$ cat src/rtl/spi_seq_pkg.sv
// Shared definitions for the SPI frame sequencer.
// Holds the sequencer state encoding, the TX FIFO word layout
// ({last, data}) and a small helper for sizing the CS timing counter.
package spi_seq_pkg;

  // Sequencer states, from chip-select assertion through the inter-frame gap
  typedef enum logic [2:0] {
    IDLE,
    SETUP,
    ISSUE,
    WAIT_RX,
    WAIT_RDY,
    STALL,
    HOLD,
    GAP
  } seq_state_e;

  // TX FIFO entries carry the frame-closing flag above the data byte
  localparam int TX_W     = 9;
  localparam int LAST_BIT = 8;

  // Largest of the three CS timing values, used to size the shared counter
  function automatic int max3(input int a, input int b, input int c);
    int m;
    m = (a > b) ? a : b;
    return (m > c) ? m : c;
  endfunction

endpackage

$ cat src/rtl/spi_frame_sequencer_fifo.sv
// sync_fifo: single-clock first-word-fall-through FIFO.
// Ports:
//   clk_i   - clock, rising edge
//   rst_i   - asynchronous active-high reset, empties the FIFO
//   push_i  - write wdata_i this cycle (caller guarantees space, or a
//             simultaneous pop when full)
//   pop_i   - drop the head entry this cycle (ignored when empty)
//   wdata_i - write data
//   rdata_o - head entry, valid whenever empty_o is low
//   full_o  - no free entries
//   empty_o - no stored entries
module sync_fifo #(
  parameter int WIDTH = 8,
  parameter int DEPTH = 8
) (
  input  logic             clk_i,
  input  logic             rst_i,
  input  logic             push_i,
  input  logic             pop_i,
  input  logic [WIDTH-1:0] wdata_i,
  output logic [WIDTH-1:0] rdata_o,
  output logic             full_o,
  output logic             empty_o
);

  localparam int AW = $clog2(DEPTH);

  logic [WIDTH-1:0] mem_q [DEPTH];
  logic [AW:0]      wrPtr_q;
  logic [AW:0]      rdPtr_q;
  logic             popOk;

  // Pointers carry an extra wrap bit so full and empty are distinguishable
  // when the index bits coincide.
  assign empty_o = (wrPtr_q == rdPtr_q);
  assign full_o  = (wrPtr_q[AW] != rdPtr_q[AW]) &&
                   (wrPtr_q[AW-1:0] == rdPtr_q[AW-1:0]);
  assign popOk   = pop_i && !empty_o;
  assign rdata_o = mem_q[rdPtr_q[AW-1:0]];

  // Pointer bookkeeping; a push while full is only legal alongside a pop,
  // in which case the head is read out before its slot is overwritten.
  always_ff @(posedge clk_i or posedge rst_i) begin
    if (rst_i) begin
      wrPtr_q <= '0;
      rdPtr_q <= '0;
    end else begin
      if (push_i) wrPtr_q <= wrPtr_q + (AW+1)'(1);
      if (popOk)  rdPtr_q <= rdPtr_q + (AW+1)'(1);
    end
  end

  // Storage needs no reset; the pointers define which entries are live.
  always_ff @(posedge clk_i) begin
    if (push_i) mem_q[wrPtr_q[AW-1:0]] <= wdata_i;
  end

endmodule

$ cat src/rtl/spi_frame_sequencer.sv
// spi_frame_sequencer: stream front end for a byte-level SPI master.
// Buffers outgoing bytes, issues them one at a time to the master over
// its TX_DV/TX_READY handshake, collects returned bytes, and drives chip
// select with programmable setup, hold and inter-frame gap.
// Ports:
//   PCLK, PRESET       - clock and asynchronous active-high reset
//   IN_DATA/IN_VALID/IN_LAST/IN_READY  - outgoing byte stream, LAST closes a frame
//   OUT_DATA/OUT_VALID/OUT_READY       - received byte stream
//   M_DATA_BYTE_IN/M_TX_DV/M_TX_READY  - byte issue handshake to the master
//   M_RX_DV/M_DATA_BYTE_OUT            - received byte from the master
//   SPI_CSN            - chip select, active low
//   BUSY               - sequencer not idle
//   RX_OVF/RX_OVF_CLR  - sticky receive-overflow flag and its clear
module spi_frame_sequencer
  import spi_seq_pkg::*;
#(
  parameter int FIFO_DEPTH = 8,
  parameter int CS_SETUP   = 2,
  parameter int CS_HOLD    = 2,
  parameter int CS_GAP     = 2
) (
  input  logic       PCLK,
  input  logic       PRESET,
  input  logic [7:0] IN_DATA,
  input  logic       IN_VALID,
  input  logic       IN_LAST,
  output logic       IN_READY,
  output logic [7:0] OUT_DATA,
  output logic       OUT_VALID,
  input  logic       OUT_READY,
  output logic [7:0] M_DATA_BYTE_IN,
  output logic       M_TX_DV,
  input  logic       M_TX_READY,
  input  logic       M_RX_DV,
  input  logic [7:0] M_DATA_BYTE_OUT,
  output logic       SPI_CSN,
  output logic       BUSY,
  output logic       RX_OVF,
  input  logic       RX_OVF_CLR
);

  localparam int CNT_W = $clog2(max3(CS_SETUP, CS_HOLD, CS_GAP) + 1);
  localparam logic [CNT_W-1:0] SETUP_LAST = CNT_W'(CS_SETUP - 1);
  localparam logic [CNT_W-1:0] HOLD_LAST  = CNT_W'(CS_HOLD - 1);
  localparam logic [CNT_W-1:0] GAP_LAST   = CNT_W'(CS_GAP - 1);

  seq_state_e       state_q;
  logic [CNT_W-1:0] cnt_q;
  logic             csn_q;
  logic             txDv_q;
  logic [7:0]       dataByte_q;
  logic             last_q;
  logic             rxOvf_q;
  logic             rxOvf_d;

  logic [TX_W-1:0]  txHead;
  logic             txFull;
  logic             txEmpty;
  logic             txPush;
  logic             txPop;

  logic [7:0]       rxHead;
  logic             rxFull;
  logic             rxEmpty;
  logic             rxPush;
  logic             rxPop;
  logic             rxDrop;

  // TX side refuses pushes whenever full, even if the head leaves this cycle.
  assign IN_READY = !txFull;
  assign txPush   = IN_VALID && !txFull;
  assign txPop    = (state_q == ISSUE) && M_TX_READY;

  // RX side accepts a byte into a full FIFO only when the head drains together.
  assign OUT_VALID = !rxEmpty;
  assign OUT_DATA  = rxHead;
  assign rxPop     = !rxEmpty && OUT_READY;
  assign rxPush    = M_RX_DV && (!rxFull || rxPop);
  assign rxDrop    = M_RX_DV && rxFull && !rxPop;

  sync_fifo #(
    .WIDTH (TX_W),
    .DEPTH (FIFO_DEPTH)
  ) u_txFifo (
    .clk_i   (PCLK),
    .rst_i   (PRESET),
    .push_i  (txPush),
    .pop_i   (txPop),
    .wdata_i ({IN_LAST, IN_DATA}),
    .rdata_o (txHead),
    .full_o  (txFull),
    .empty_o (txEmpty)
  );

  sync_fifo #(
    .WIDTH (8),
    .DEPTH (FIFO_DEPTH)
  ) u_rxFifo (
    .clk_i   (PCLK),
    .rst_i   (PRESET),
    .push_i  (rxPush),
    .pop_i   (rxPop),
    .wdata_i (M_DATA_BYTE_OUT),
    .rdata_o (rxHead),
    .full_o  (rxFull),
    .empty_o (rxEmpty)
  );

  // Overflow is sticky; a drop in the same cycle as a clear keeps it set.
  always_comb begin
    rxOvf_d = rxOvf_q;
    if (RX_OVF_CLR) rxOvf_d = 1'b0;
    if (rxDrop)     rxOvf_d = 1'b1;
  end

  always_ff @(posedge PCLK or posedge PRESET) begin
    if (PRESET) rxOvf_q <= 1'b0;
    else        rxOvf_q <= rxOvf_d;
  end

  // Frame sequencer: owns chip select and the byte issue handshake.
  // The timing counter is cleared by default so every state entry starts
  // from zero; SETUP, HOLD and GAP each last exactly their programmed count.
  // M_TX_DV is a registered one-cycle pulse following the ISSUE cycle in
  // which the master reported ready.
  always_ff @(posedge PCLK or posedge PRESET) begin
    if (PRESET) begin
      state_q    <= IDLE;
      cnt_q      <= '0;
      csn_q      <= 1'b1;
      txDv_q     <= 1'b0;
      dataByte_q <= '0;
      last_q     <= 1'b0;
    end else begin
      txDv_q <= 1'b0;
      cnt_q  <= '0;
      unique case (state_q)
        IDLE: begin
          if (!txEmpty) begin
            state_q <= SETUP;
            csn_q   <= 1'b0;
          end
        end
        SETUP: begin
          if (cnt_q == SETUP_LAST) state_q <= ISSUE;
          else                     cnt_q   <= cnt_q + CNT_W'(1);
        end
        ISSUE: begin
          if (M_TX_READY) begin
            txDv_q     <= 1'b1;
            dataByte_q <= txHead[7:0];
            last_q     <= txHead[LAST_BIT];
            state_q    <= WAIT_RX;
          end
        end
        WAIT_RX: begin
          if (M_RX_DV) state_q <= WAIT_RDY;
        end
        WAIT_RDY: begin
          if (M_TX_READY) begin
            if (last_q)        state_q <= HOLD;
            else if (!txEmpty) state_q <= ISSUE;
            else               state_q <= STALL;
          end
        end
        STALL: begin
          if (!txEmpty) state_q <= ISSUE;
        end
        HOLD: begin
          if (cnt_q == HOLD_LAST) begin
            state_q <= GAP;
            csn_q   <= 1'b1;
          end else begin
            cnt_q <= cnt_q + CNT_W'(1);
          end
        end
        GAP: begin
          if (cnt_q == GAP_LAST) state_q <= IDLE;
          else                   cnt_q   <= cnt_q + CNT_W'(1);
        end
        default: begin
          state_q <= IDLE;
          csn_q   <= 1'b1;
        end
      endcase
    end
  end

  assign SPI_CSN        = csn_q;
  assign M_TX_DV        = txDv_q;
  assign M_DATA_BYTE_IN = dataByte_q;
  assign BUSY           = (state_q != IDLE);
  assign RX_OVF         = rxOvf_q;

endmodule
$ cat config.mk
export PLATFORM = sky130hd
export DESIGN_NAME = spi_frame_sequencer
export DESIGN_NICKNAME = d
export VERILOG_FILES = /design/src/rtl/spi_seq_pkg.sv /design/src/rtl/spi_frame_sequencer_fifo.sv /design/src/rtl/spi_frame_sequencer.sv
export SDC_FILE = /design/constraint.sdc
export NUM_CORES = 1
export LEC_CHECK = 0
export BUFFER_PORTS_ARGS = -buffer_cell sky130_fd_sc_hd__buf_4
export CAP_MARGIN = 20
export CORE_MARGIN = 2
export CORE_UTILIZATION = 60
export CTS_CLUSTER_DIAMETER = 100
export DETAILED_ROUTE_END_ITERATION = 8
export PLACE_DENSITY_LB_ADDON = 0.3
export SETUP_SLACK_MARGIN = 0.05
export SLEW_MARGIN = 25
export SYNTH_ARGS = -nofsm -noshare
export SYNTH_HDL_FRONTEND = slang
export SYNTH_SLANG_ARGS = --single-unit
$ cat constraint.sdc
create_clock -name PCLK -period 3.15 [get_ports PCLK]
set_input_delay 0.4725 -clock PCLK [delete_from_list [all_inputs] [get_ports PCLK]]
set_output_delay 0.4725 -clock PCLK [all_outputs]
set_load 0.02 [all_outputs]
Word level (Yosys, flattened, before mapping)
Memories as Yosys holds them, arrays and structs flattened. A register that Yosys moved wholly into a read port is not among the register bits.
Index checks and enable logic that the tools add are counted.
{"block": "totals", "regBits": 24, "ramBits": 136, "in_bits": 24, "out_inout_bits": 22, "elab_cells": 86, "mem_count": 2}
{"memory": "u_txFifo.mem_q", "depth": 8, "width": 9, "rd": 1, "rd_clocked_by_memory_dff": 1, "wr": 1, "line": "spi_frame_sequencer_fifo.sv:28", "text": "logic [WIDTH-1:0] mem_q [DEPTH];"}
{"memory": "u_rxFifo.mem_q", "depth": 8, "width": 8, "rd": 1, "rd_clocked_by_memory_dff": 0, "wr": 1, "line": "spi_frame_sequencer_fifo.sv:28"}
{"block": "op_classes", "n_addsub": 5, "n_eq_ne": 22, "n_mux": 24, "reduce_logical": 24}
{"cell": "two-way mux 3 bit", "n": 10}
{"cell": "case mux 3 bit (8 select lines)", "n": 1}
{"cell": "adder 4 x 1 -> 4 bit, second input constant", "n": 4}
{"cell": "inequality test 2 bit, second input constant", "n": 8}
{"cell": "equality test 3 bit, second input constant", "n": 4}
{"cell": "logical AND 1 bit", "n": 10}
{"cell": "two-way mux 1 bit", "n": 10}
{"cell": "equality test 4 bit", "n": 2}
{"cell": "AND reduction 8 bit", "n": 1}
{"cell": "equality test 3 x 2 -> 1 bit, second input constant", "n": 2}
{"cell": "equality test 3 bit", "n": 2}
{"cell": "logical NOT 1 bit", "n": 5}
{"cell": "two-way mux 2 bit", "n": 2}
{"cell": "nonzero test 2 bit", "n": 2}
{"cell": "equality test 3 x 1 -> 1 bit, second input constant", "n": 1}
{"cell": "logical NOT 3 bit", "n": 1}
{"cell": "AND reduction 3 bit", "n": 1}
{"cell": "nonzero test 3 bit", "n": 1}
{"cell": "OR reduction 3 bit", "n": 1}
{"cell": "adder 2 x 1 -> 2 bit, second input constant", "n": 1}
{"cell": "equality test 2 x 1 -> 1 bit, second input constant", "n": 1}
{"cell": "inequality test 1 bit", "n": 2}
{"cell": "case mux 1 bit (2 select lines)", "n": 1}
{"cell": "AND reduction 2 bit", "n": 1}
{"cell": "logical OR 1 bit", "n": 1}

Logic depth before layout (Yosys ltp)
Gate-level depths: netlist of the first run.
{"block": "depth", "depth_word": 7, "mapped_depth": 6, "ltp_nobuf": 5}

Hierarchy
A second synthesis of the first run with hierarchy kept.
{"block": "unflattened", "hier_cells": 368, "hier_area_um2": 7014.2}
{"module": "sync_fifo (u_txFifo)", "n_inst": 1, "cells_per_inst": 153, "area_per_inst_um2": 3245.6, "seq_area_each_um2": 2362.3}
{"module": "sync_fifo (u_rxFifo)", "n_inst": 1, "cells_per_inst": 142, "area_per_inst_um2": 2952.8, "seq_area_each_um2": 2122.0}
{"module": "spi_frame_sequencer", "n_inst": 1, "cells_per_inst": 73, "area_per_inst_um2": 815.8, "seq_area_each_um2": 426.7}

Least setup slack after synthesis of the first run
OpenSTA, ideal clock, no wires.
{"block": "synth_timing", "kind": "register -> register", "start": "register u_txFifo.wrPtr_q[0]", "end": "memory u_txFifo.mem_q[0][0] (netlist bit) (enable)", "setup_ns": 0.387, "arrival_ns": 2.071, "t_required_ns": 2.763, "path_slack_ns": 0.693, "stages_incl_launch_ff": 7, "n_path_buf": 1, "period_less_slack_ns": 2.457, "path_cell_list": "dfrtp_1 > buf_4 > xnor2_1 > nand4_1 > nand2_1 > or2_2 > nor3_1"}
{"block": "synth_via", "elab_chain_len": 6}
{"item": "start, declared", "line": "spi_frame_sequencer_fifo.sv:29", "text": "logic [AW:0] wrPtr_q;"}
{"item": "start signal, assigned", "line": "spi_frame_sequencer_fifo.sv:48", "text": "if (push_i) wrPtr_q <= wrPtr_q + (AW+1)'(1);"}
{"item": "equality test 3 bit", "line": "spi_frame_sequencer_fifo.sv:37", "text": "(wrPtr_q[AW-1:0] == rdPtr_q[AW-1:0]);"}
{"item": "logical AND 1 bit", "line": "spi_frame_sequencer_fifo.sv:36", "text": "assign full_o = (wrPtr_q[AW] != rdPtr_q[AW]) &&"}
{"item": "logical NOT 1 bit"}
{"item": "named net IN_READY", "line": "spi_frame_sequencer.sv:27", "text": "output logic IN_READY,"}
{"item": "logical AND 1 bit", "line": "spi_frame_sequencer.sv:71", "text": "assign txPush = IN_VALID && !txFull;"}
{"item": "two-way mux 1 bit", "line": "spi_frame_sequencer_fifo.sv:55", "text": "if (push_i) mem_q[wrPtr_q[AW-1:0]] <= wdata_i;"}
{"item": "two-way mux 1 bit (not written as such)", "line": "spi_frame_sequencer_fifo.sv:55"}
{"item": "end, declared", "line": "spi_frame_sequencer_fifo.sv:28"}
The timed path passes the listed nets, and every way through them passes these cells.

Worst setup path in the final report of the first run
{"block": "layout_timing", "start": "register u_rxFifo.rdPtr_q[1]", "end": "output port OUT_DATA[3]"}
{"block": "layout_via", "elab_chain_len": 1}
{"item": "start, declared", "line": "spi_frame_sequencer_fifo.sv:30", "text": "logic [AW:0] rdPtr_q;"}
{"item": "start signal, assigned", "line": "spi_frame_sequencer_fifo.sv:49", "text": "if (popOk) rdPtr_q <= rdPtr_q + (AW+1)'(1);"}
{"item": "memory (8 x 8 bit)"}
{"item": "end, declared", "line": "spi_frame_sequencer.sv:28", "text": "output logic [7:0] OUT_DATA,"}
No other way between the ends.

==> metrics.csv, run 1 <==
stage,metric,value,unit
placed_design,I/O Buffers,45,
floorplan,IO Pins,46,
clock_network,CTS sink cnt,169,
worst_hold_path,Hold Path Class,input pin to async pin,
synthesis,most common cell in the netlist,edfxtp_1,
clock_network,clock transition at the registers of the reported paths,60,ps
drt,DRC errors left,0,
synthesis,synthesized area,0.006797,mm^2
synthesis,synth unique cells,43,
synthesis,post-synthesis mux area share,0.1458,
drt,Post-Route WL,13060,um
timing,fin crit period,2699,ps
critical_path,Worst setup SP type,flip-flop,
cells_and_area,Layout Nets,470,
synthesis,combinational family with the most area after synthesis,multiplexers,
synthesis,"Avg Cell Area, Syn",18.32,um^2
critical_path,Worst Path Required,2680,ps
outcome,status,"finished, final reports clean",
floorplan,FP Rows,38,
grt,first-pass GRT wire length,20770,um
drt,via count,3593,
synthesis,Compound-Gate Fraction of Synth Area,0.02780,
cells_and_area,area delta synth->final,19.44,%
timing,slew at the pin closest to its max-slew limit,903.0,ps
timing,max_slew headroom,0.3980,
synthesis,Commonest cells post-synth,"edfxtp_1, mux4_2, dfrtp_1, nor2_1, xnor2_1",
clock_network,Post-CTS Hold Buffers,0,
critical_path,worst-path fanout max,20,
placed_design,Placer Congestion,0.7931,
synthesis,Mapped Cells,371,
floorplan,die area,0.01219,mm^2
clock_network,CTS tree,yes,
clock_network,H-tree levels,4,
power_and_ir_drop,Peak VDD IR,0.6429,mV
synthesis,ys async rst share,0.1953,
floorplan,total core area,0.01094,mm^2
drt,1st-pass router iterations,7,
timing,final hold viol count,0,
clock_network,total CTS buffers,17,
placed_design,Placed Cells,563,
timing,endpoints failing setup,0,
synthesis,simple-gate share of the synthesized area,0.05118,
grt,Overflow after GRT,0,
cells_and_area,fillcell total,645,
synthesis,Synth area leader,edfxtp_1,
timing,WHS,119.7,ps
critical_path,CP arrival,2230,ps
run,total of max-cap violations,0,
drt,Initial DRC Count,303,
synthesis,"EDFF count, synth",136,
timing,Tcrit/Tclk final,0.8568,
clock_network,clock latency at the later pin of the worst-skew pair,420,ps
critical_path,Worst Setup End Kind,output port,
timing,fin. max-slew vios,0,
synthesis,"Primary FF master, synth",edfxtp_1,
power_and_ir_drop,Power Dens Cells,1033,mW/mm^2
synthesis,top-area cell type share of the netlist area,0.6009,
cells_and_area,layout cells sized above 1,0.3385,
critical_path,Setup CP Type,flip-flop to output port,
synthesis,Yosys warning count,0,
cells_and_area,# diodes,0,
synthesis,dominant cells by area after synthesis,"edfxtp_1, dfrtp_1, mux4_2, xnor2_1, mux2_2",
timing,Final TNS setup,0,ps
synthesis,sequential share of the synthesized area,0.7226,
timing,RSZ-0062 raised after global routing,false,
placed_design,DP HPWL,8042,um
clock_network,post-CTS setup buffers,0,
grt,largest net degree at the start of global routing,23,
synthesis,number of synthesized register bits,169,
power_and_ir_drop,Static Leak,2.896,nW
drt,vias per inst,6.039,
clock_network,CTS Root Cell,clkbuf_16,
synthesis,Synth Net Count,399,
drt,WL/cell,21.96,um
timing,Fmax,370.5,MHz
cells_and_area,Non-Filler Instances,595,
floorplan,Die Width,110.4,um
grt,initial antenna violation count,0,
synthesis,XOR/XNOR share of the synthesized area,0.02706,
floorplan,Initial Util,0.6215,
synthesis,Synth Area in Adders,0.007364,
floorplan,die height,110.4,um
grt,vias in the first global route,3747,
timing,Fin Clk Skew,10.90,ps
clock_network,maximum clock insertion buffer count,2,
clock_network,PostCTS Resize Cnt,0,
grt,GRT Total Usage,0.2276,
drt,Post-DRT Antenna Nets,0,
per-layer routing:
metal | global-route usage | vias to the layer above | wire length (um)
met5 | 0 | - | 0
met4 | 0.09083 | 0 | 229
met3 | 0.05324 | 18 | 647
met2 | 0.3816 | 124 | 6987
met1 | 0.2912 | 1858 | 5200
li1 | - | 1593 | -
stage by stage:
step / util / total power [mW] / instance area [um^2] / setup slack, ps
6_report: 0.7423 / 8.382 / 8118 / 451.0
5_1_grt: 0.7423 / 8.758 / 8118 / 363.8
4_1_cts: 0.7423 / 8.428 / 8118 / 444.6
3_5_place_dp: 0.6800 / 5.996 / 7436 / 726.3
3_3_place_gp: 0.6800 / 5.896 / 7436 / 745.8
2_1_floorplan: - / 5.161 / 6797 / 692.6
critical path, stage by stage, from the launching register on:
cell	delay, ps
dfrtp_1	930
mux4_2	420
mux2_2	290
buf_4	160
path summary, 6_finish.rpt:
path | startpoint | depth (start not counted) | to | slack (ps)
hold / removal | PRESET | 2 | state_q[2]$_DFFE_PP0P_ | 120
setup reg to reg | u_rxFifo.rdPtr_q[1]$_DFFE_PP0P_ | 6 | u_rxFifo.mem_q[3][7]$_DFFE_PP_ | 600
hold reg to reg | u_rxFifo.wrPtr_q[3]$_DFFE_PP0P_ | 1 | u_rxFifo.wrPtr_q[3]$_DFFE_PP0P_ | 490
setup / recovery | u_rxFifo.rdPtr_q[1]$_DFFE_PP0P_ | 3 | OUT_DATA[3] | 450
min in group PCLK | RX_OVF_CLR | 2 | RX_OVF$_DFFE_PP0P_ | 250
max in group asynchronous | PRESET | 3 | last_q$_DFFE_PP0P_ | 2320
placed cells by master (no fill, tap or decap), types with 6 or more instances in the layout:
| master | instances |
|---|---|
| nor2_1 | 18 |
| dfrtp_1 | 32 |
| mux4_2 | 34 |
| a21oi_1 | 11 |
| buf_4 | 73 |
| nand3_1 | 6 |
| inv_1 | 6 |
| edfxtp_1 | 136 |
| mux2i_1 | 9 |
| nor3_1 | 6 |
| xnor2_1 | 16 |
| clkbuf_16 | 17 |
| bufinv_16 | 7 |
| nand2_1 | 14 |
| mux2_2 | 12 |
flip-flops by register name (all words and copies together), names as in the netlist:
name	flops
u_txFifo.rdPtr_q	4
last_q	1
SPI_CSN	1
u_rxFifo.mem_q	64
cnt_q	2
M_DATA_BYTE_IN	8
M_TX_DV	1
u_txFifo.mem_q	72
state_q	3
RX_OVF	1
u_rxFifo.wrPtr_q	4
u_rxFifo.rdPtr_q	4
u_txFifo.wrPtr_q	4
cell type report:
type | instances | area [um^2] | area share
timing repair buffer | 73 | 548.0 | 0.06751
inverter | 6 | 22.52 | 0.002774
clock inverter | 11 | 241.5 | 0.02975
tap | 140 | 175.2 | 0.02158
sequential | 169 | 4911 | 0.6050
clock buffer | 21 | 440.4 | 0.05425
multi-input combinational | 175 | 1779 | 0.2192
kinds of logic after synthesis:
| group | Yosys count |
|---|---|
| and+or+nand+nor | 68 |
| muxes | 55 |
| AOI/OAI and AO/OA | 27 |
| DFF | 169 |
| buffers and inverters | 27 |
| adders and majority gates | 4 |
| xor gates and xnor gates | 21 |
report_power, final:
group,leakage [nW],switching [mW],internal (mW)
Combinational,0.955,1.38,1.32
Sequential,1.62,0.381,2.91
Clock,0.318,0.820,1.57
(Power assumes the default switching activity.)
==> inputs of run 2 (changes only) <==
Settings changed: CELL_PAD_IN_SITES_DETAIL_PLACEMENT from default to 1, CELL_PAD_IN_SITES_GLOBAL_PLACEMENT from default to 1, CORE_UTILIZATION 60 to 52, SLEW_MARGIN 25 to default.
==> metrics.csv, run 2 (synthesized netlist as in run 1, its figures left out) <==
stage,metric,value,unit,change
clock_network,CTS Root Cell,clkbuf_16,,
cells_and_area,Non-Filler Instances,623,,+4.7%
grt,Overflow after GRT,0,,unchanged
placed_design,DP HPWL,9327,um,+16%
power_and_ir_drop,Static Leak,2.862,nW,-1.2%
critical_path,worst-path fanout max,18,,-10%
clock_network,clock latency at the later pin of the worst-skew pair,420,ps,about the same
critical_path,slowest CP cell,mux4_2,,
critical_path,reg2reg start,u_rxFifo.wrPtr_q[0]$_DFFE_PP0P_,,
critical_path,CP arrival,2240,ps,about the same
cells_and_area,max reg flops,72,,unchanged
drt,Initial DRC Count,291,,-4.0%
floorplan,total core area,0.01267,mm^2,+16%
placed_design,Placed Cells,588,,+4.4%
cells_and_area,most frequent cells in the layout,"edfxtp_1, buf_4, mux4_2",,
cells_and_area,Reg area,0.004911,mm^2,unchanged
floorplan,Die Width,118.3,um,+7.1%
critical_path,"delay-heaviest family, CP",multiplexers,,
timing,fin crit period,2709,ps,+10.10 ps
floorplan,die area,0.01400,mm^2,+15%
clock_network,CTS tree,yes,,
clock_network,maximum clock insertion buffer count,2,,unchanged
clock_network,total CTS buffers,17,,unchanged
outcome,status,"finished, final reports clean",,
critical_path,reg2reg path depth,6,,unchanged
cells_and_area,Layout Nets,466,,-0.85%
critical_path,worst path bufs/invs,2,,+1
critical_path,CP cell instances,buf_4 -> mux4_2 -> mux2_2 -> buf_4,,
critical_path,Worst setup SP type,flip-flop,,
critical_path,Worst Setup End Kind,output port,,
drt,vias per inst,5.819,,-3.6%
critical_path,Worst path max stage delay,570,ps,-360 ps
drt,Post-DRT Antenna Nets,0,,unchanged
worst_hold_path,Hold Path Class,input pin to async pin,,
critical_path,Worst Path Required,2680,ps,about the same
grt,vias in the first global route,3910,,+4.4%
cells_and_area,# diodes,0,,unchanged
floorplan,Initial Util,0.5364,,-0.08512
run,total of max-cap violations,0,,unchanged
placed_design,I/O Buffers,45,,unchanged
drt,WL/cell,23.27,um,+6.0%
timing,Tcrit/Tclk final,0.8600,,+0.003206
clock_network,PostCTS Resize Cnt,0,,unchanged
critical_path,Setup CP Type,flip-flop to output port,,
timing,fin. max-slew vios,0,,unchanged
clock_network,CTS sink cnt,169,,unchanged
cells_and_area,layout cells sized above 1,0.3370,,-0.001433
clock_network,Post-CTS Hold Buffers,0,,unchanged
cells_and_area,"most common cell after layout, fill and taps aside",edfxtp_1,,
power_and_ir_drop,Power Dens Cells,1025,mW/mm^2,-0.78%
clock_network,clock transition at the registers of the reported paths,60,ps,about the same
drt,Post-Route WL,14500,um,+11%
grt,largest net degree at the start of global routing,28,,+22%
grt,first-pass GRT wire length,23050,um,+11%
timing,final hold viol count,0,,unchanged
grt,initial antenna violation count,0,,unchanged
power_and_ir_drop,Peak VDD IR,0.4432,mV,-31%
critical_path,R2R setup slack,820,ps,+220 ps
cells_and_area,area of the multi-input gates,0.001779,mm^2,unchanged
floorplan,IO Pins,46,,unchanged
clock_network,H-tree levels,4,,unchanged
placed_design,Placer Congestion,0.7277,,-8.2%
timing,RSZ-0062 raised after global routing,false,,
timing,Fin Clk Skew,6.555,ps,-4.342 ps
drt,DRC errors left,0,,unchanged
grt,GRT Total Usage,0.2259,,-0.001671
timing,max_slew headroom,0.5576,,+0.1596
timing,endpoints failing setup,0,,unchanged
clock_network,post-CTS setup buffers,0,,unchanged
drt,via count,3625,,+0.89%
timing,Final TNS setup,0,ps,unchanged
drt,1st-pass router iterations,4,,-3
cells_and_area,area delta synth->final,18.96,%,
cells_and_area,fillcell total,1114,,+73%
floorplan,FP Rows,41,,+7.9%
timing,slew at the pin closest to its max-slew limit,661.8,ps,-241.2 ps
critical_path,Crit path top cell by count,buf_4,,
timing,Fmax,369.1,MHz,-0.37%
critical_path,FF-to-FF End,u_rxFifo.mem_q[1][5]$_DFFE_PP_,,
floorplan,die height,118.3,um,+7.1%
## run 2: per-stage QoR
stage            util  total power [mW]  hold slack, ps  cell area, um^2  worst slack (ps)
3_3_place_gp   0.5859             5.917           463.2             7423             794.1
2_1_floorplan       -             5.161           437.5             6797             692.6
4_1_cts        0.6357             8.342           235.1             8055             400.2
5_1_grt        0.6381             8.688           172.8             8085             315.3
3_5_place_dp   0.5859             6.070           476.0             7423             586.1
6_report       0.6381             8.284           131.5             8085             440.9
## run 2: worst max-delay path by stage
stage / from / endpoint / slack (ps) / cells after the start
final: u_rxFifo.rdPtr_q[0]$_DFFE_PP0P_ / OUT_DATA[4] / 440 / 4
after global routing: u_rxFifo.rdPtr_q[0]$_DFFE_PP0P_ / OUT_DATA[4] / 320 / 4
after CTS: u_rxFifo.rdPtr_q[0]$_DFFE_PP0P_ / OUT_DATA[4] / 400 / 4
after detailed placement: u_rxFifo.wrPtr_q[0]$_DFFE_PP0P_ / u_rxFifo.mem_q[1][4]$_DFFE_PP_ / 590 / 5
after global placement: u_rxFifo.wrPtr_q[0]$_DFFE_PP0P_ / u_rxFifo.mem_q[1][4]$_DFFE_PP_ / 790 / 5
after floorplan: u_txFifo.wrPtr_q[0]$_DFFE_PP0P_ / u_txFifo.mem_q[0][0]$_DFFE_PP_ / 690 / 6
## run 2: routing by layer
metal | wire length, um | GRT usage
met4 | 204 | 0.07154
met2 | 7329 | 0.3598
met3 | 671 | 0.05068
met5 | 0 | 0
met1 | 6292 | 0.3139
## run 2: final cells by class
type	count	share of cell area
clock inverters	15	0.02553
multi-input cells	175	0.2201
well taps	172	0.02662
inverters	6	0.002786
repair buffers	69	0.06500
clock buffers	17	0.05262
flip-flops and latches	169	0.6074
## run 2: power by group
part           leakage (nW)  total (mW)  internal, mW  switching (mW)
logic                 0.935        2.79          1.31            1.48
clock network         0.303        2.22          1.39           0.827
registers              1.62        3.27          2.91           0.358
